<file path="src/rtl/mem_ctrl_pkg.sv">
// Purpose : shared types and encodings for the matrix write controller and
//           future read-side blocks (state enum, width selects, Ctrl bits).
// Latency : n/a (declarations only).
// Backpr. : n/a.
package mem_ctrl_pkg;

    // Controller sequencing states.
    typedef enum logic [2:0] {
        ST_IDLE = 3'd0,
        ST_WR0  = 3'd1,
        ST_WR1  = 3'd2,
        ST_WR2  = 3'd3,
        ST_DONE = 3'd4
    } state_t;

    // IndexCtrl encodings selecting the matrix row width.
    localparam logic [1:0] IDX_W3   = 2'b00;
    localparam logic [1:0] IDX_W64  = 2'b01;
    localparam logic [1:0] IDX_W128 = 2'b10;
    localparam logic [1:0] IDX_W256 = 2'b11;

    // Row widths matching the encodings above.
    localparam int unsigned WIDTH_W3   = 3;
    localparam int unsigned WIDTH_W64  = 64;
    localparam int unsigned WIDTH_W128 = 128;
    localparam int unsigned WIDTH_W256 = 256;

    // Shift amounts for the power-of-two widths (row * 2^n == row << n).
    localparam int unsigned SHIFT_W64  = 6;
    localparam int unsigned SHIFT_W128 = 7;
    localparam int unsigned SHIFT_W256 = 8;

    // Ctrl bit positions.
    localparam int unsigned CTRL_TRIPLE_BIT = 0;  // 0 = single write, 1 = triple write
    localparam int unsigned CTRL_VERT_BIT   = 1;  // triple only: 0 = horizontal, 1 = vertical

endpackage : mem_ctrl_pkg

</file>
<file path="src/rtl/index_addr_calc.sv">
// Purpose : linear word address from (row, col) for a row width selected by
//           IndexCtrl: addr = row * W + col, 32-bit, truncating.
// Latency : combinational. Backpr.: none (pure function).
// Ports   : i_row/i_col 16-bit indices, i_index_ctrl width select,
//           o_addr 32-bit address.
module index_addr_calc
    import mem_ctrl_pkg::*;
(
    input  logic [15:0] i_row,
    input  logic [15:0] i_col,
    input  logic [1:0]  i_index_ctrl,
    output logic [31:0] o_addr
);

    logic [31:0] w_row32;
    logic [31:0] w_row_scaled;

    assign w_row32 = {16'h0000, i_row};

    // No multiplier: width 3 is row*2 + row, the rest are plain shifts.
    always_comb begin
        w_row_scaled = 32'h0000_0000;
        case (i_index_ctrl)
            IDX_W3:   w_row_scaled = (w_row32 << 1) + w_row32;
            IDX_W64:  w_row_scaled = w_row32 << SHIFT_W64;
            IDX_W128: w_row_scaled = w_row32 << SHIFT_W128;
            IDX_W256: w_row_scaled = w_row32 << SHIFT_W256;
            default:  w_row_scaled = 32'h0000_0000;
        endcase
    end

    assign o_addr = w_row_scaled + {16'h0000, i_col};

endmodule : index_addr_calc

</file>
<file path="src/rtl/memory_write_controller.sv">
// Purpose : writes one word, or three words along a matrix row/column, into a
//           linear memory, then completes a four-phase ENABLE/HANDSHAKE.
// Latency : HANDSHAKE rises 2 (single) or 4 (triple) cycles after acceptance.
// Backpr. : requester holds ENABLE until HANDSHAKE; DONE waits for ENABLE low.
// Ports   : CLK, RESET (async, active-high); request ENABLE/Ctrl/IndexCtrl/
//           ADDRESS (row[31:16], col[15:0]) /WRITE (3 x 16-bit); memory side
//           AddressMem/WriteMem/WriteEnableMem; completion HANDSHAKE.
module memory_write_controller
    import mem_ctrl_pkg::*;
(
    input  logic        CLK,
    input  logic        RESET,
    input  logic        ENABLE,
    input  logic [1:0]  Ctrl,
    input  logic [1:0]  IndexCtrl,
    input  logic [31:0] ADDRESS,
    input  logic [47:0] WRITE,
    output logic [31:0] AddressMem,
    output logic [15:0] WriteMem,
    output logic        WriteEnableMem,
    output logic        HANDSHAKE
);

    state_t      r_state;
    logic [15:0] r_row;
    logic [15:0] r_col;
    logic [1:0]  r_ctrl;
    logic [1:0]  r_index_ctrl;
    logic [47:0] r_write;

    logic [15:0] w_step;
    logic        w_vertical;
    logic [15:0] w_row;
    logic [15:0] w_col;
    logic [31:0] w_addr;
    logic [15:0] w_word;

    // Offset of the current element from the latched start index.
    always_comb begin
        w_step = 16'd0;
        case (r_state)
            ST_WR1:  w_step = 16'd1;
            ST_WR2:  w_step = 16'd2;
            default: w_step = 16'd0;
        endcase
    end

    // Index increments are 16-bit and wrap naturally.
    assign w_vertical = r_ctrl[CTRL_VERT_BIT];
    assign w_row      = w_vertical ? (r_row + w_step) : r_row;
    assign w_col      = w_vertical ? r_col : (r_col + w_step);

    always_comb begin
        w_word = r_write[15:0];
        case (r_state)
            ST_WR1:  w_word = r_write[31:16];
            ST_WR2:  w_word = r_write[47:32];
            default: w_word = r_write[15:0];
        endcase
    end

    index_addr_calc u_addr_calc (
        .i_row        (w_row),
        .i_col        (w_col),
        .i_index_ctrl (r_index_ctrl),
        .o_addr       (w_addr)
    );

    // Outputs are registered from the current state, so each state's drive
    // appears in the cycle after that state is entered.
    always_ff @(posedge CLK or posedge RESET) begin
        if (RESET) begin
            r_state        <= ST_IDLE;
            r_row          <= 16'd0;
            r_col          <= 16'd0;
            r_ctrl         <= 2'd0;
            r_index_ctrl   <= 2'd0;
            r_write        <= 48'd0;
            AddressMem     <= 32'd0;
            WriteMem       <= 16'd0;
            WriteEnableMem <= 1'b0;
            HANDSHAKE      <= 1'b0;
        end else begin
            case (r_state)
                ST_IDLE: begin
                    AddressMem     <= 32'd0;
                    WriteMem       <= 16'd0;
                    WriteEnableMem <= 1'b0;
                    HANDSHAKE      <= 1'b0;
                    if (ENABLE) begin
                        r_row        <= ADDRESS[31:16];
                        r_col        <= ADDRESS[15:0];
                        r_ctrl       <= Ctrl;
                        r_index_ctrl <= IndexCtrl;
                        r_write      <= WRITE;
                        r_state      <= ST_WR0;
                    end
                end
                ST_WR0, ST_WR1, ST_WR2: begin
                    AddressMem     <= w_addr;
                    WriteMem       <= w_word;
                    WriteEnableMem <= 1'b1;
                    HANDSHAKE      <= 1'b0;
                    if (r_state == ST_WR0) begin
                        r_state <= r_ctrl[CTRL_TRIPLE_BIT] ? ST_WR1 : ST_DONE;
                    end else if (r_state == ST_WR1) begin
                        r_state <= ST_WR2;
                    end else begin
                        r_state <= ST_DONE;
                    end
                end
                ST_DONE: begin
                    AddressMem     <= 32'd0;
                    WriteMem       <= 16'd0;
                    WriteEnableMem <= 1'b0;
                    HANDSHAKE      <= 1'b1;
                    // A requester that already dropped ENABLE during the burst
                    // sees exactly one HANDSHAKE cycle.
                    if (!ENABLE) begin
                        r_state <= ST_IDLE;
                    end
                end
                default: begin
                    r_state        <= ST_IDLE;
                    AddressMem     <= 32'd0;
                    WriteMem       <= 16'd0;
                    WriteEnableMem <= 1'b0;
                    HANDSHAKE      <= 1'b0;
                end
            endcase
        end
    end

endmodule : memory_write_controller

</file>
<file path="config.mk">
export PLATFORM = sky130hd
export DESIGN_NAME = memory_write_controller
export DESIGN_NICKNAME = d
export VERILOG_FILES = /design/src/rtl/mem_ctrl_pkg.sv /design/src/rtl/index_addr_calc.sv /design/src/rtl/memory_write_controller.sv
export SDC_FILE = /design/constraint.sdc
export NUM_CORES = 1
export LEC_CHECK = 0
export CELL_PAD_IN_SITES_DETAIL_PLACEMENT = 0
export CELL_PAD_IN_SITES_GLOBAL_PLACEMENT = 2
export CORE_AREA = 3 3 142 178
export CTS_CLUSTER_SIZE = 40
export DETAILED_ROUTE_END_ITERATION = 8
export DIE_AREA = 0 0 145 181
export HOLD_SLACK_MARGIN = 0.06
export PLACE_DENSITY = 0.79
export SYNTH_ARGS = -nofsm -noshare
export SYNTH_HDL_FRONTEND = slang
export SYNTH_SLANG_ARGS = --single-unit
</file>
<file path="constraint.sdc">
create_clock -name CLK -period 8.77 [get_ports CLK]
set_input_delay 1.3155 -clock CLK [delete_from_list [all_inputs] [get_ports CLK]]
set_output_delay 1.3155 -clock CLK [all_outputs]
set_load 0.02 [all_outputs]
</file>
* After elaboration in Yosys (flattened, before gate mapping) *
Cells that the tools add are included.

operators by class
  add/sub/neg operators = 4
  equal/unequal tests = 9
  mux-type cells = 15
  reduce and logical (&&, ||, !) cells = 5

operators with widths
  kind                                                              number
  32-bit one-hot mux with 4 select lines                            1
  16-bit two-way mux                                                3
  16-bit adder                                                      2
  32-bit by 16-bit adder with 32-bit output                         1
  32-bit two-way mux                                                1
  16-bit one-hot mux with 2 select lines                            1
  17-bit by 16-bit adder with 18-bit output                         1
  3-bit two-way mux                                                 5
  3-bit one-hot mux with 3 select lines                             1
  3-bit by 2-bit == test with 1-bit output (second input constant)  2
  2-bit == test (second input constant)                             2
  2-bit != test (second input constant)                             2
  2-bit one-hot mux with 2 select lines                             1
  2-bit AND reduction                                               2
  3-bit by 1-bit == test with 1-bit output (second input constant)  1
  3-bit == test (second input constant)                             1
  3-bit zero test                                                   1
  3-bit OR reduction                                                1
  2-bit by 1-bit == test with 1-bit output (second input constant)  1
  2-bit zero test                                                   1
  1-bit two-way mux                                                 2

storage, ports and cells
  register bits = 137
  input bits = 87
  output and inout port bits = 50
  word-level logic and storage cells = 43

* Depth between registers and ports, before layout *
Gate-level depths: netlist of the first run.

  word-level depth = 8
  depth in mapped cells = 32
  gate-level depth less buffers = 30

* By module *
From an unflattened synthesis of the first run, not the netlist that was laid out.

unflattened totals
  cells, all modules = 731
  area, all modules = 8044.0 µm²

by module, submodules not included
  module                   instances  cells each  area each (µm²)  seq. area each (µm²)
  memory_write_controller  1          432         5819.3           3428.3
  index_addr_calc          1          299         2224.6           0.0

* Worst setup path after synthesis of the first run *
Ideal clock, no wire load.

  kind = register -> register
  start = register r_state[0]
  end = register AddressMem[23]
  library setup time = 0.118 ns
  arrival time = 6.246 ns
  data required time = 8.652 ns
  setup slack = 2.406 ns
  stages on the path, launching flop included = 31
  buffers on the path = 3
  clock period less this slack = 6.364 ns
  cells stage by stage = dfrtp_1 > buf_4 > clkbuf_1 > clkbuf_1 > nor3_1 > ha_1 > nand4b_1 > nand3_1 > and3_1 > xor2_1 > ha_1 > nor2b_1 > o21a_1 > nor2_1 > a31oi_1 > o21ai_0 > nand2b_1 > a21oi_1 > xnor2_1 > mux4_2 > ha_1 > o21ai_0 > a21oi_1 > nor2b_1 > a211o_1 > and4_1 > a2111oi_4 > or4b_1 > a211oi_2 > a31oi_1 > a21o_1

between the ends
  longest elaborated chain between the ends = 8
  elaborated cells between the ends (all ways) = 13
  classes of those cells = 4 x add/sub; 3 x eq/ne; 5 x mux; 1 x reduce/logical

RTL lines
  element                                    line                                                          text
  start: declaration                         memory_write_controller.sv:24                                 state_t r_state;
  start signal: assignment                   memory_write_controller.sv:105                                r_state <= r_ctrl[CTRL_TRIPLE_BIT] ? ST_WR1 : ST_DONE;
  3-bit by 2-bit == test with 1-bit output   memory_write_controller.sv:41, memory_write_controller.sv:84
  2-bit one-hot mux with 2 select lines      memory_write_controller.sv:41                                 case (r_state)
  16-bit adder                               memory_write_controller.sv:50                                 assign w_row = w_vertical ? (r_row + w_step) : r_row;
  16-bit two-way mux                         memory_write_controller.sv:50
  17-bit by 16-bit adder with 18-bit output  index_addr_calc.sv:24                                         IDX_W3: w_row_scaled = (w_row32 << 1) + w_row32;
  32-bit one-hot mux with 4 select lines     index_addr_calc.sv:23                                         case (i_index_ctrl)
  32-bit by 16-bit adder with 32-bit output  index_addr_calc.sv:32                                         assign o_addr = w_row_scaled + {16'h0000, i_col};
  32-bit two-way mux (*)                     memory_write_controller.sv:84                                 case (r_state)
  end signal: assignment                     memory_write_controller.sv:100                                AddressMem <= w_addr;
  end: declaration                           memory_write_controller.sv:18                                 output logic [31:0] AddressMem,

Every way passes the cells marked *; elsewhere a longest branch is shown, timed or not. The select of a mux whose other input is x is not followed.
A chain may end at the register's enable or synchronous reset.

* Worst setup path after layout of the first run *
Ends and elaborated chain as after synthesis.

==> results of run 1 <==
## worst register-to-register path: cells and delay by family, from the launching register on
| kind | cells | cell delay (ns) |
|---|---|---|
| AND/OR/NAND/NOR | 10 | 1.98 |
| AO/OA/AOI/OAI | 11 | 1.75 |
| adder cells (fa/ha/maj) | 3 | 1.05 |
| flip-flops | 1 | 0.96 |
| XOR/XNOR | 3 | 0.79 |
| multiplexers | 1 | 0.46 |
| buffers and inverters | 2 | 0.23 |
## per-layer routing
metal  up-vias  share of wire  wire (microns)  global-route usage
met5         -              0               0                   0
met2       130           0.51           10330              0.2756
met1      2949           0.43            8666              0.1876
met4         0          0.015             310             0.04449
li1       2990              -               -                   -
met3        22          0.048             968             0.04290
## per-stage QoR
step	cell area, sq um	util
6_report	10160	0.4283
5_1_grt	10160	0.4283
4_1_cts	10160	0.4283
3_5_place_dp	9582	0.4038
3_3_place_gp	9582	0.4038
2_1_floorplan	8011	-
## placed cells by master, fill, tap and decap left out, drive strengths merged, types with 5 or more instances in the layout
| cell | instances |
|---|---|
| clkbuf | 17 |
| mux2 | 100 |
| nand2b | 8 |
| inv | 37 |
| a211oi | 7 |
| mux4 | 5 |
| or2 | 6 |
| xor2 | 28 |
| nor3 | 15 |
| nor2b | 11 |
| a31oi | 8 |
| a21oi | 43 |
| and2 | 7 |
| o211ai | 6 |
| nor2 | 74 |
| ha | 37 |
| dfrtp | 130 |
| nand4 | 11 |
| conb | 7 |
| clkdlybuf4s50 | 129 |
| and3 | 6 |
| nand3 | 11 |
| nand4b | 5 |
| o21ai | 28 |
| a21o | 9 |
| buf | 7 |
| xnor2 | 28 |
| nand2 | 41 |
| and4 | 5 |
| a22oi | 17 |
## registers in the layout, indices dropped and copies added, names as in the netlist
name / flops
AddressMem: 25
HANDSHAKE: 1
WriteEnableMem: 1
WriteMem: 16
r_col: 16
r_ctrl: 2
r_index_ctrl: 2
r_row: 16
r_state: 3
r_write: 48
## power groups by stage
| stage | combinational [mW] | clock [mW] | sequential, mW |
|---|---|---|---|
| after CTS | 2.88 | 0.728 | 1.13 |
| after global routing | 3.19 | 0.753 | 1.17 |
| after global placement | 2.88 | 0 | 1.14 |
| after floorplan | 2.19 | 0 | 1.08 |
| after detailed placement | 2.87 | 0 | 1.14 |
| final | 2.86 | 0.706 | 1.12 |
## synth_stat cells (all sizes together) (13+ instances only)
| cell | count | area [sq um] |
|---|---|---|
| o21ai | 28 | 140.1 |
| buf | 13 | 90.08 |
| mux2 | 100 | 1126 |
| nor2 | 74 | 280.3 |
| clkbuf | 27 | 101.4 |
| dfrtp | 130 | 3253 |
| xor2 | 28 | 267.8 |
| ha | 37 | 462.9 |
| xnor2 | 28 | 264.0 |
| nand2 | 41 | 156.4 |
| a22oi | 17 | 127.6 |
| a21oi | 43 | 215.2 |
| nor3 | 15 | 91.34 |
| inv | 26 | 100.1 |
## how the worst min path moves through the flow
stage,startpoint,end,slack (ns),cells past startpoint
finish,r_ctrl[0]$_DFFE_PP0P_,r_ctrl[0]$_DFFE_PP0P_,0.50,1
floorplan,r_ctrl[0]$_DFFE_PP0P_,r_ctrl[0]$_DFFE_PP0P_,0.47,1
global placement,r_ctrl[0]$_DFFE_PP0P_,r_ctrl[0]$_DFFE_PP0P_,0.48,1
global route,r_write[7]$_DFFE_PP0P_,r_write[7]$_DFFE_PP0P_,0.52,1
CTS,r_write[43]$_DFFE_PP0P_,r_write[43]$_DFFE_PP0P_,0.51,1
detailed placement,r_write[40]$_DFFE_PP0P_,r_write[40]$_DFFE_PP0P_,0.49,1
## cells by family (layout without fill, tap and decap cells)
logic type / count (synthesis) / in the layout
flip-flops: 130 / 130
multiplexers: 108 / 108
AO/OA/AOI/OAI: 152 / 152
buffers and inverters: 67 / 195
XOR/XNOR: 56 / 56
adder cells (fa/ha/maj): 39 / 39
other: 1 / 7
AND/OR/NAND/NOR: 213 / 213
## cell type report
cell class | count | area share
Sequential cell | 130 | 0.3202
Clock inverter | 15 | 0.01515
Multi-Input combinational cell | 575 | 0.4398
Clock buffer | 17 | 0.04187
Inverter | 27 | 0.01071
Timing Repair Buffer | 136 | 0.1322
Tap cell | 325 | 0.04002
==> impl_metrics.py, run 1 <==
metrics = {
    "final_layout": {
        "drive_gt1_frac": 0.1900,
        "nFillCells": 2316,
        "layoutNonFillerInstCount": 1225,
        "seq_area_sq_um": 3253,
        "diodes": 0,
        "fin_nets": 1013,
        "multiInputGateArea_sq_um": 4469,
        "area_growth_pct": 27.19,
    },
    "critical_path": {
        "rrSetupSlack_ns": 1.46,
        "crit_arrival_ns": 7.63,
        "path_depth": 30,
        "path_delay_family": "simple AND/OR/NAND/NOR gates",
        "startpoint": "r_state[0]$_DFFE_PP0P_",
        "r2r_end": "AddressMem[23]$_DFF_PP0_",
        "crit_required_ns": 9.09,
        "path_buf_inv": 2,
        "ff2ff_path_depth": 30,
        "slowest_stage": "dfrtp_1",
        "crit_path_max_incr_delay_ns": 0.96,
        "crit_end": "AddressMem[23]$_DFF_PP0_",
        "path_max_fanout": 25,
        "reg2reg_from": "r_state[0]$_DFFE_PP0P_",
        "critPathKind": "flop to flop",
        "critPathLaunchType": "flop",
        "cp-end-kind": "flop",
    },
    "synthesis": {
        "synthesis.area_sq_um": 7989,
        "yosys.area_share.simple": 0.1400,
        "synth-xor-area-share": 0.06656,
        "synthFlopType": "dfrtp_1",
        "synth_cells": 766,
        "async_flop_share": 1.000,
        "synth_mux_area_frac": 0.1588,
        "synthAdderAreaFrac": 0.06296,
        "synth_edf_count": 0,
        "syn_avg_cell_area_sq_um": 10.43,
        "synth_seq_cells": 130,
        "yosys.cell_types.count": 75,
        "synth_top_family_by_area": "multiplexers",
        "synth-compound-area-share": 0.1270,
        "synth_warnings": 0,
        "seq_area_frac_synth": 0.4072,
    },
    "floorplan": {
        "design.die.area_sq_um": 26250,
        "core_area_sq_um": 23730,
        "start_util": 0.3367,
        "die_h_microns": 181,
        "die_x_microns": 145,
        "ios": 137,
        "rows": 63,
    },
    "timing": {
        "fin_setup_tns_ns": 0,
        "clock_skew_ns": 0.01435,
        "fin_ws_ns": 1.463,
        "grt_setup_unrepaired": "false",
        "period_needed_ns": 7.307,
        "drv_slew": 0,
        "max_freq_mhz": 136.9,
        "maxSlewHeadroom": 0.3197,
        "holdWs_ns": 0.5025,
        "tightest_slew_ns": 1.020,
        "final_hold_viol_count": 0,
        "post-route-period-util": 0.8332,
        "setup_viol": 0,
    },
    "clocking": {
        "ctsLongestPathBuffers": 2,
        "clock_sinks": 130,
        "clk_pin_slew_ns": 0.07,
        "postCtsSetupBuffers": 0,
        "postCtsHoldBufs": 0,
        "cts_made_buffers": 17,
        "cts_tree": "yes",
        "ctsResizeCount": 0,
        "cts_max_level": 4,
        "cts-root-buf": "clkbuf_16",
        "clock_latency_ns": 0.43,
    },
    "grt": {
        "grt_pass1_wl_mm": 33.30,
        "grt_max_degree": 86,
        "antenna_found_initial": 0,
        "grt_pass1_vias": 6246,
        "grt_usage": 0.1564,
        "grt.overflow.total": 0,
    },
    "power": {
        "seq_power_share": 0.240,
        "power.switching_mw": 2.092,
        "irDropWorstVdd_uv": 153.7,
        "power_mw": 4.685,
        "power.share.switching": 0.4465,
        "power_density_nw_per_um2": 461.0,
        "intPower_mw": 2.593,
        "pwr-share-clk": 0.151,
        "combPwrFrac": 0.610,
        "leakagePower_nw": 4.291,
    },
    "status": {
        "status": "finished, final reports clean",
    },
    "drt": {
        "drtIter0Drc": 209,
        "vias": 6091,
        "wl_per_cell_microns": 16.55,
        "drtAntennaViolNets": 0,
        "first_pass_iters": 4,
        "wirelength_mm": 20.27,
        "drc": 0,
        "viasPerCell": 4.972,
    },
    "place": {
        "dp.cells": 1193,
        "gp_congestion": 0.8919,
        "pre_cts_ws_ns": 1.471,
        "hpwlAfterDp_mm": 14.97,
        "portBuffers": 129,
    },
    "run": {
        "drv_cap": 0,
    },
    "hold_path": {
        "holdCritPathClass": "flop to flop",
    },
}
No activity file was read; power rests on OpenSTA's default activity.
==> run 2: changes to the inputs <==
--- a/config.mk
+++ b/config.mk
@@ -7,12 +7,12 @@
 export LEC_CHECK = 0
 export CELL_PAD_IN_SITES_DETAIL_PLACEMENT = 0
 export CELL_PAD_IN_SITES_GLOBAL_PLACEMENT = 2
-export CORE_AREA = 3 3 142 178
+export CORE_AREA = 3 3 148 186
 export CTS_CLUSTER_SIZE = 40
 export DETAILED_ROUTE_END_ITERATION = 8
-export DIE_AREA = 0 0 145 181
+export DIE_AREA = 0 0 151 189
 export HOLD_SLACK_MARGIN = 0.06
-export PLACE_DENSITY = 0.79
+export PLACE_DENSITY = 0.76
 export SYNTH_ARGS = -nofsm -noshare
 export SYNTH_HDL_FRONTEND = slang
 export SYNTH_SLANG_ARGS = --single-unit
==> constraint.sdc (replaced) <==
create_clock -name CLK -period 6.7 [get_ports CLK]
set_input_delay 1.005 -clock CLK [delete_from_list [all_inputs] [get_ports CLK]]
set_output_delay 1.005 -clock CLK [all_outputs]
set_load 0.02 [all_outputs]
==> run 2 against run 1 <==
Against the previous run:
- cell count is 2.1% higher
- sequential power is 26% higher
- via count is 0.90% higher
- first-iteration DRC count is 29% higher
- critical endpoint unchanged
- largest cell class unchanged
==> impl_metrics.py, run 2 (synthesis gave the netlist of run 1 again) <==
metrics = {
    "status": {
        "status": "finished, final reports clean",
    },
    "final_layout": {
        "diodes": 0,
        "layoutNonFillerInstCount": 1251,
        "largest_reg_flops": 48,
        "seq_area_sq_um": 3253,
        "fin_area_sq_um": 10310,
        "reg.largest.list": "r_write (48), AddressMem (25)",
        "largest_register": "r_write",
        "fin_nets": 1024,
        "layout_commonest_cell": "dfrtp_1",
        "multiInputGateArea_sq_um": 4533,
        "area_growth_pct": 29.01,
        "drive_gt1_frac": 0.2031,
        "nFillCells": 2611,
        "final_cell_mix": "130 x dfrtp_1, 129 x clkdlybuf4s50_1, 100 x mux2_2",
    },
    "floorplan": {
        "start_util": 0.3081,
        "rows": 66,
        "core_area_sq_um": 25930,
        "die_x_microns": 151,
        "design.die.area_sq_um": 28540,
        "die_h_microns": 189,
        "ios": 137,
    },
    "timing": {
        "max_freq_mhz": 162.3,
        "drv_slew": 0,
        "final_hold_viol_count": 0,
        "fin_ws_ns": 0.5392,
        "period_needed_ns": 6.161,
        "tightest_slew_ns": 0.9292,
        "grt_setup_unrepaired": "false",
        "setup_viol": 0,
        "fin_setup_tns_ns": 0,
        "post-route-period-util": 0.9195,
        "maxSlewHeadroom": 0.3799,
        "clock_skew_ns": 0.006524,
    },
    "power": {
        "intPower_mw": 3.492,
        "power_density_nw_per_um2": 601.3,
        "combPwrFrac": 0.631,
        "irDropWorstVdd_uv": 243.6,
        "power.share.switching": 0.4365,
        "power.switching_mw": 2.705,
        "pwr-share-clk": 0.142,
        "leakagePower_nw": 4.339,
        "seq_power_share": 0.227,
    },
    "grt": {
        "grt_max_degree": 72,
        "busiest_layer": "met2",
        "use_met1": 0.1688,
        "grt.overflow.total": 0,
        "grt_util_met3": 0.04022,
        "antenna_found_initial": 0,
        "grt_usage": 0.1528,
        "grt_pass1_vias": 6432,
        "grt_pass1_wl_mm": 33.87,
        "met2_usage": 0.2797,
    },
    "critical_path": {
        "crit_required_ns": 7.01,
        "cp-end-kind": "flop",
        "critPathLaunchType": "flop",
        "path_max_fanout": 8,
        "slowest_stage": "or4b_1",
        "path_delay_family": "simple AND/OR/NAND/NOR gates",
        "path_buf_inv": 4,
        "cp_common_cell": "ha_1",
        "critPathKind": "flop to flop",
        "crit_path_max_incr_delay_ns": 0.53,
        "crit_arrival_ns": 6.47,
    },
    "place": {
        "hpwlAfterDp_mm": 15.61,
        "pre_cts_ws_ns": 0.1263,
        "dp.cells": 1218,
        "portBuffers": 129,
        "place_area_sq_um": 9678,
        "gp_congestion": 0.8679,
    },
    "drt": {
        "drtIter0Drc": 270,
        "drc": 0,
        "viasPerCell": 4.913,
        "wirelength_mm": 21.09,
        "first_pass_iters": 4,
        "drtAntennaViolNets": 0,
        "wl_per_cell_microns": 16.86,
        "vias": 6146,
    },
    "clocking": {
        "cts-root-buf": "clkbuf_16",
        "cts_tree": "yes",
        "clk_pin_slew_ns": 0.06,
        "cts_max_level": 4,
        "clock_sinks": 130,
        "cts_made_buffers": 17,
        "ctsLongestPathBuffers": 2,
        "postCtsHoldBufs": 0,
        "clock_latency_ns": 0.42,
    },
    "run": {
        "drv_cap": 0,
    },
    "hold_path": {
        "holdCritPathClass": "flop to flop",
    },
}
-- run 2: cell count changes in the layout (fill, tap and decap cells not counted), moves of 2 or more --
cell / change
clkbuf_1: +3
buf_4: +11
clkinv_2: +3
clkinvlp_4: +2
clkinv_8: -2
inv_8: -5
inv_6: -6
clkbuf_8: +3
-- run 2: through the flow --
stage | power (mW) | hold slack (ns) | util
2_1_floorplan | 4.290 | 0.4727 | -
3_3_place_gp | 5.303 | 0.4857 | 0.3732
3_5_place_dp | 5.312 | 0.4922 | 0.3732
4_1_cts | 6.231 | 0.5045 | 0.3948
5_1_grt | 6.755 | 0.5147 | 0.3975
6_report | 6.197 | 0.4991 | 0.3975
-- run 2: final cells by class --
type | count | area share
Tap cell | 340 | 0.04128
Clock inverter | 9 | 0.007891
Inverter | 27 | 0.01056
Timing Repair Buffer | 147 | 0.1384
Clock buffer | 23 | 0.04638
Sequential cell | 130 | 0.3156
Multi-Input combinational cell | 575 | 0.4398
-- run 2: worst paths after layout --
path | from | endpoint | slack [ns] | cells past startpoint
worst min register to register | r_write[42]$_DFFE_PP0P_ | r_write[42]$_DFFE_PP0P_ | 0.50 | 1
max in group asynchronous | RESET | r_row[12]$_DFFE_PP0P_ | 4.34 | 3
worst max register to register | r_state[1]$_DFFE_PP0P_ | AddressMem[23]$_DFF_PP0_ | 0.54 | 26
worst min-delay path | r_write[42]$_DFFE_PP0P_ | r_write[42]$_DFFE_PP0P_ | 0.50 | 1
worst max-delay path | r_state[1]$_DFFE_PP0P_ | AddressMem[23]$_DFF_PP0_ | 0.54 | 26
min in group asynchronous | RESET | AddressMem[6]$_DFF_PP0_ | 1.04 | 2
-- run 2: timing repair --
item	CTS	global route
buffers inserted	0	1
setup endpoints to repair	0	8
resized for setup	0	9
-- run 2: routing by layer --
metal	vias to the layer above	share of wire
met1	2984	0.39
met3	28	0.044
met4	0	0.022
met2	129	0.54
li1	3005	-
met5	-	0
-- run 2: power by group through the flow --
stage          Clock (mW)  Sequential, mW  Combinational, mW
4_1_cts             0.915            1.41               3.91
6_report            0.882            1.41               3.91
3_3_place_gp            0            1.42               3.89
5_1_grt             0.948            1.46               4.35
2_1_floorplan           0            1.42               2.87
3_5_place_dp            0            1.42               3.89
==> run 3: changes to the inputs <==
--- a/config.mk
+++ b/config.mk
@@ -12,7 +12,7 @@
 export DETAILED_ROUTE_END_ITERATION = 8
 export DIE_AREA = 0 0 151 189
 export HOLD_SLACK_MARGIN = 0.06
-export PLACE_DENSITY = 0.76
+export PLACE_DENSITY_LB_ADDON = 0.08
 export SYNTH_ARGS = -nofsm -noshare
 export SYNTH_HDL_FRONTEND = slang
 export SYNTH_SLANG_ARGS = --single-unit
==> run 3 against run 2 <==
Against the previous run:
- flip-flop and latch count unchanged
- sequential share of layout area decreased by 0.26 points
- clock power rose by 13%
- global-route usage is 0.43 points higher
- non-clock buffer count up 1
- critical path type unchanged
==> impl_metrics.py, run 3 (synthesis gave the netlist of run 1 again) <==
metrics = {
    "status": {
        "status": "finished, final reports clean",
    },
    "final_layout": {
        "layout_commonest_cell": "dfrtp_1",
        "largest_register": "r_write",
        "diodes": 0,
        "nFillCells": 2593,
        "drive_gt1_frac": 0.2097,
        "final_cell_mix": "130 x dfrtp_1, 129 x clkdlybuf4s50_1, 100 x mux2_2",
        "largest_reg_flops": 48,
        "seq_area_sq_um": 3253,
        "reg.largest.list": "r_write (48), AddressMem (25)",
        "area_growth_pct": 30.07,
        "final_util": 0.4007,
        "fin_nets": 1025,
        "fin_area_sq_um": 10390,
        "multiInputGateArea_sq_um": 4537,
    },
    "hold_path": {
        "holdCritPathClass": "flop to flop",
        "holdPathStages": 1,
        "min_to": "r_ctrl[0]$_DFFE_PP0P_",
        "min-delay-start": "r_ctrl[0]$_DFFE_PP0P_",
    },
    "clocking": {
        "clock_latency_ns": 0.42,
        "cts-root-buf": "clkbuf_16",
        "cts_tree": "yes",
        "clk_pin_slew_ns": 0.06,
        "cts_made_buffers": 17,
        "ctsLongestPathBuffers": 2,
        "cts_max_level": 4,
        "clock_sinks": 130,
    },
    "critical_path": {
        "path_delay_family": "compound AO/OA/AOI/OAI gates",
        "cp-end-kind": "flop",
        "ff2ff_path_depth": 26,
        "slowest_stage": "a2111oi_1",
        "path_buf_inv": 3,
        "path_max_fanout": 7,
        "crit_arrival_ns": 6.57,
        "reg2reg_from": "r_state[2]$_DFFE_PP0P_",
        "crit_required_ns": 7.01,
        "r2r_end": "AddressMem[23]$_DFF_PP0_",
        "critPathKind": "flop to flop",
        "cp_common_cell": "ha_1",
        "rrSetupSlack_ns": 0.44,
        "critPathLaunchType": "flop",
        "crit_path_max_incr_delay_ns": 0.62,
    },
    "timing": {
        "drv_slew": 0,
        "tightest_slew_ns": 0.9636,
        "maxSlewHeadroom": 0.3576,
        "grt_setup_unrepaired": "false",
        "post-route-period-util": 0.9344,
        "clock_skew_ns": 0.008603,
        "max_freq_mhz": 159.7,
        "period_needed_ns": 6.261,
        "setup_viol": 0,
        "fin_setup_tns_ns": 0,
        "final_hold_viol_count": 0,
    },
    "drt": {
        "vias": 6244,
        "viasPerCell": 4.991,
        "drtIter0Drc": 190,
        "wl_per_cell_microns": 17.48,
        "drc": 0,
        "first_pass_iters": 4,
        "wirelength_mm": 21.87,
        "drtAntennaViolNets": 0,
    },
    "floorplan": {
        "ios": 137,
        "core_area_sq_um": 25930,
        "die_h_microns": 189,
        "rows": 66,
        "start_util": 0.3081,
        "design.die.area_sq_um": 28540,
        "die_x_microns": 151,
    },
    "power": {
        "leakagePower_nw": 4.384,
        "irDropWorstVdd_uv": 200.5,
        "power_density_nw_per_um2": 611.5,
    },
    "place": {
        "place_area_sq_um": 9683,
        "portBuffers": 129,
        "hpwlAfterDp_mm": 16.49,
        "gp_congestion": 0.8641,
    },
    "grt": {
        "grt_usage": 0.1571,
        "grt_pass1_wl_mm": 35.11,
        "grt.overflow.total": 0,
        "grt_pass1_vias": 6650,
        "grt_max_degree": 68,
        "antenna_found_initial": 0,
    },
    "run": {
        "drv_cap": 0,
    },
}
-- run 3: worst register-to-register path, delay by kind of cell (launching register included) --
family	cells	cell delay, ns
AO/OA/AOI/OAI	9	1.96
AND/OR/NAND/NOR	8	1.58
adder cells (fa/ha/maj)	3	0.94
multiplexers	1	0.49
flip-flops	1	0.44
XOR/XNOR	2	0.37
buffers and inverters	3	0.34
-- run 3: layout make-up --
cell class | count | area share
clock buffers | 19 | 0.04359
clock inverters | 12 | 0.01734
inverters | 27 | 0.01048
multi-input cells | 575 | 0.4366
flip-flops and latches | 130 | 0.3131
well taps | 340 | 0.04094
repair buffers | 148 | 0.1380
-- run 3: report_power, final --
group | switching (mW) | leakage, nW | internal, mW
registers | 0.293 | 1.60 | 1.14
clock network | 0.358 | 0.306 | 0.642
logic | 2.12 | 2.48 | 1.80
total | 2.77 | 4.38 | 3.59
-- run 3: routing by layer --
metal,vias up,share of wire,GRT usage
met5,-,0,0
met4,0,0.012,0.04222
met3,19,0.042,0.03591
met2,131,0.54,0.2892
met1,3083,0.40,0.1807
li1,3011,-,-
-- run 3: timing repair --
| action | in CTS | in global routing |
|---|---|---|
| setup buffers | 0 | 1 |
| hold buffers | 0 | 0 |
| resized for setup | 0 | 14 |
| endpoints found under the setup margin | 0 | 8 |
-- run 3: worst max-delay path by stage --
stage	startpoint	to	cells after the start
3_5_place_dp	r_state[2]$_DFFE_PP0P_	AddressMem[23]$_DFF_PP0_	30
2_1_floorplan	r_state[0]$_DFFE_PP0P_	AddressMem[23]$_DFF_PP0_	30
3_3_place_gp	r_state[2]$_DFFE_PP0P_	AddressMem[23]$_DFF_PP0_	30
5_1_grt	r_state[2]$_DFFE_PP0P_	AddressMem[24]$_DFF_PP0_	25
4_1_cts	r_state[0]$_DFFE_PP0P_	AddressMem[23]$_DFF_PP0_	29
6_report	r_state[2]$_DFFE_PP0P_	AddressMem[23]$_DFF_PP0_	26
-- run 3: through the flow --
step | setup WS [ns] | total power, mW | std cells | hold slack [ns]
after floorplan | 0.3362 | 4.290 | 772 | 0.4727
after global placement | 0.3064 | 5.328 | 1219 | 0.4847
after detailed placement | 0.09961 | 5.362 | 1219 | 0.4921
after CTS | 0.09525 | 6.407 | 1250 | 0.5054
after global routing | 0.005492 | 6.914 | 1251 | 0.5177
final | 0.4393 | 6.354 | 1251 | 0.4983
==> RTL change 1 (config.mk and constraints of run 3) <==
Remove the case item `IDX_W64` of the case on `i_index_ctrl`.
--- a/src/rtl/index_addr_calc.sv
+++ b/src/rtl/index_addr_calc.sv
@@ -23,5 +23,4 @@
         case (i_index_ctrl)
             IDX_W3:   w_row_scaled = (w_row32 << 1) + w_row32;
-            IDX_W64:  w_row_scaled = w_row32 << SHIFT_W64;
             IDX_W128: w_row_scaled = w_row32 << SHIFT_W128;
             IDX_W256: w_row_scaled = w_row32 << SHIFT_W256;
Formal check against the unedited RTL: not equivalent (Yosys sat finds a counterexample within 4 cycles, from zero or initial values and one cycle with RESET high).
==> RTL change 1 against run 3 <==
  * Die area stayed put
  * Sequential cell count did not move
  * Cell count is 2.1% lower
  * Power decreased by 9.1%
  * Critical endpoint is now AddressMem[19]$_DFF_PP0_
  * Core utilization fell by 1.7 points
  * Area after synthesis down 3.0%
  * Final area is 4.2% lower
  * Wire length is 4.0% lower
  * Worst setup slack better by 240 ps
  * Non-clock buffer count shrank 9
==> RTL change 1: results <==
set metrics [dict create \
    synth-compound-area-share 0.134 \
    buffers_excl_clock 139 \
    final-clk-cell-share 0.0565 \
    post_synth_main_area_contributors "sky130_fd_sc_hd__dfrtp_1, sky130_fd_sc_hd__mux2_2, sky130_fd_sc_hd__ha_1" \
    r2r_slack_ps 680 \
    detail_route.wl_per_cell_um 17.1 \
    wl_met2_mm 11.1 \
    post_route_cells_drive_above_1_share 0.176 \
    wl_met3_mm 1.03 \
    wl_mm 21.0 \
    routedLengthMet1_mm 8.42 \
    worstReg2RegStart "r_state[0]$_DFFE_PP0P_" \
    synth.mux.area_fraction 0.146 \
    final.clkbuf_count 20 \
    worstMarginPinSlew_ps 937 \
    detailed_place_hpwl_mm 15.8 \
    synth_xor_xnor_area_share 0.0619 \
    nFillCells 2628 \
    numPlacedInstances 1193 \
    portion_of_synthesized_cell_area_occupied_by_the_leading_cell_type 0.420 \
    worst_path_largest_cell_delay_ps 480 \
    cp-endpoint "AddressMem[19]$_DFF_PP0_" \
    grt_max_degree 73 \
    outcome "finished clean" \
    layout.buffer.nonclock.area_share 0.137 \
    cpMaxStageDelayCell "sky130_fd_sc_hd__a2111oi_2" \
    synthAdderAreaFrac 0.0633 \
    num-nonclk-inverters 22 \
    r2r_cell_count 28 \
    drtIter0Drc 222 \
    worst_hold_path.endpoint "r_write[9]$_DFFE_PP0P_" \
    seq_cell_count 130 \
    multi_input_combinational_area_share 0.428 \
    critPathMaxFanout 6 \
    globalRouteTotalUtil 0.156 \
    fin_worst_skew_ps 10.8 \
    vias_per_cell 4.93 \
    synthDistinctLibCells 68 \
    total_leakage_power_nw 4.23 \
    gp_congestion 0.830 \
    vdd.ir_drop.worst_mv 0.183 \
    design.final.nets 997 \
]
RTL change 1: power breakdown:
group | switching, mW | internal, mW | leakage [nW] | total, mW
clock network | 0.377 | 0.519 | 0.268 | 0.896
logic | 1.90 | 1.57 | 2.36 | 3.47
registers | 0.266 | 1.15 | 1.60 | 1.41
RTL change 1: metrics by stage:
step                      hold slack, ps  instance area (um2)  power, mW  worst slack (ps)  utilization
after global routing                 520                 9960       6.34              22.3        0.384
after global placement               485                 9380       4.88               595        0.362
after detailed placement             492                 9380       4.92               343        0.362
final                                500                 9960       5.78               676        0.384
after floorplan                      473                 7770       3.94               608            -
after CTS                            507                 9950       5.85               312        0.384
RTL change 1: repair_timing:
item,CTS,global route
setup endpoints to repair,0,6
endpoints found under the hold margin,0,0
resized for setup,0,4
RTL change 1: per-layer routing:
layer,vias to the layer above,global-route usage
li1,2915,-
met1,2970,0.176
met2,130,0.282
met3,22,0.0414
met4,0,0.0475
met5,-,0
==> RTL change 2 (settings of run 3) <==
Made on the original files. Reset style: synchronous (`RESET`), changed in one clocked block. Comments in the files are not updated.
--- a/src/rtl/memory_write_controller.sv
+++ b/src/rtl/memory_write_controller.sv
@@ -69,5 +69,5 @@
     // Outputs are registered from the current state, so each state's drive
     // appears in the cycle after that state is entered.
-    always_ff @(posedge CLK or posedge RESET) begin
+    always_ff @(posedge CLK) begin
         if (RESET) begin
             r_state        <= ST_IDLE;
Behaviour: differs if RESET is asserted again (counterexample within 4 cycles, from zero or initial values and one cycle with RESET high); with RESET held inactive, the same outputs for 4 cycles.
==> RTL change 2 against run 3 <==
  * Sequential cell count unchanged
  * Final area down 6.5%
  * Synthesized cell count increased by 22%
  * Wire length increased by 2.3%
  * Area after synthesis fell by 6.9%
  * Worst setup slack better by 150 ps
  * Global-route usage grew 0.30 points
  * Fmax is 2.4% higher
Power is not compared: it rests on default switching activity, and its combinational part moved more than twofold at a synthesized area within 25%.
==> RTL change 2: results <==
set metrics [dict create \
    outcome "finished clean" \
    grt_max_degree 85 \
    r2r-end "AddressMem[22]$_SDFF_PP0_" \
    critPathMaxFanout 6 \
    min-delay-path-class "reg2reg" \
    globalRouteMet3Util 0.0438 \
    most_common_library_cells_after_synthesis "sky130_fd_sc_hd__nand2_1, sky130_fd_sc_hd__dfxtp_1, sky130_fd_sc_hd__a21oi_1" \
    htree_levels 4 \
    post_route_cells_drive_above_1_share 0.0790 \
    r2r_slack_ps 590 \
    nFillCells 2835 \
    cpMaxStageDelayCell "sky130_fd_sc_hd__fa_1" \
    async_flop_share 0 \
    instances_no_fill 1404 \
    routedLengthMet1_mm 9.46 \
    wl_met3_mm 1.05 \
    maxUsedRoutingLayer "met4" \
    grt_met1_use 0.187 \
    maxSlewHeadroom 0.347 \
    power_per_cell_area_nw_per_um2 232 \
    synth_warnings 0 \
    gp_congestion 0.789 \
    fin_worst_skew_ps 9.67 \
    wl_met2_mm 11.6 \
    globalRouteTotalUtil 0.160 \
    worst_path_largest_cell_delay_ps 480 \
    grt_first_pass_wirelength_mm 36.0 \
    min_from "r_write[45]$_SDFFE_PP0P_" \
    post_synth_main_area_contributors "sky130_fd_sc_hd__dfxtp_1, sky130_fd_sc_hd__nand2_1, sky130_fd_sc_hd__a21oi_1" \
    synthDistinctLibCells 72 \
    clk-power_mw 0.983 \
    post-route-min-period_ps 6110 \
    worst_hold_path.endpoint "r_write[45]$_SDFFE_PP0P_" \
    fin_hold_ws_ps 454 \
    dpl_worst_slack_ps 361 \
    synth-edff-count 0 \
    vdd.ir_drop.worst_mv 0.156 \
    gr-usage-met2 0.285 \
    detailed_place.area_um2 9070 \
    worstReg2RegStart "r_state[2]$_SDFFE_PP0P_" \
    wl_mm 22.4 \
    drtIter0Drc 221 \
    r2r_cell_count 23 \
    worst_hold_path.num_cells 2 \
    vias_per_cell 4.78 \
    first_global_vias 6888 \
    design.final.nets 1177 \
    cp.arrival_ps 6470 \
    comb_power_share 0.188 \
    detailed_place_hpwl_mm 16.3 \
    post_synthesis_cells 938 \
    yosysSeqAreaShare 0.350 \
]
## RTL change 2: cell count changes in the layout (fill, tap and decap cells not counted), moves of 13 or more
cell	change
sky130_fd_sc_hd__mux2i_1	+24
sky130_fd_sc_hd__a211oi_1	+15
sky130_fd_sc_hd__mux2_2	-95
sky130_fd_sc_hd__a22oi_1	-15
sky130_fd_sc_hd__nand2_1	+166
sky130_fd_sc_hd__dfrtp_1	-130
sky130_fd_sc_hd__dfxtp_1	+130
sky130_fd_sc_hd__a21oi_1	+79
sky130_fd_sc_hd__nor2_1	-13
## RTL change 2: worst reg2reg max path: cells and delay by family, from the launching register on
kind	cells	cell delay, ps
AO/OA/AOI/OAI	9	2340
adder cells (fa/ha/maj)	4	1460
multiplexers	2	690
AND/OR/NAND/NOR	4	670
XOR/XNOR	2	330
flip-flops	1	320
buffers and inverters	2	230
## RTL change 2: kinds of logic (layout without fill, tap and decap cells)
family          count (synthesis)  after routing  synth area share
simple gates                  369            369             0.226
compound gates                222            222             0.183
flops                         130            130             0.350
buf+inv                        86            205            0.0476
xor+xnor                       54             54            0.0654
fa+ha+maj                      40             40            0.0713
mux                            36             36            0.0560
other cells                     1              8          0.000504
## RTL change 2: area by class of cell
cell class | instances | area, um2 | share of cell area
antenna | 1 | 2.50 | 0.000258
sequential | 130 | 2600 | 0.268
clock buffer | 22 | 474 | 0.0488
timing repair buffer | 147 | 1420 | 0.146
multi-input combinational | 728 | 4550 | 0.468
tap | 340 | 425 | 0.0438
inverter | 26 | 97.6 | 0.0100
clock inverter | 10 | 148 | 0.0152
## RTL change 2: timing repair
item | CTS | global route
endpoints found under the setup margin | 0 | 9
hold endpoints to repair | 0 | 0
gates resized for setup | 0 | 5
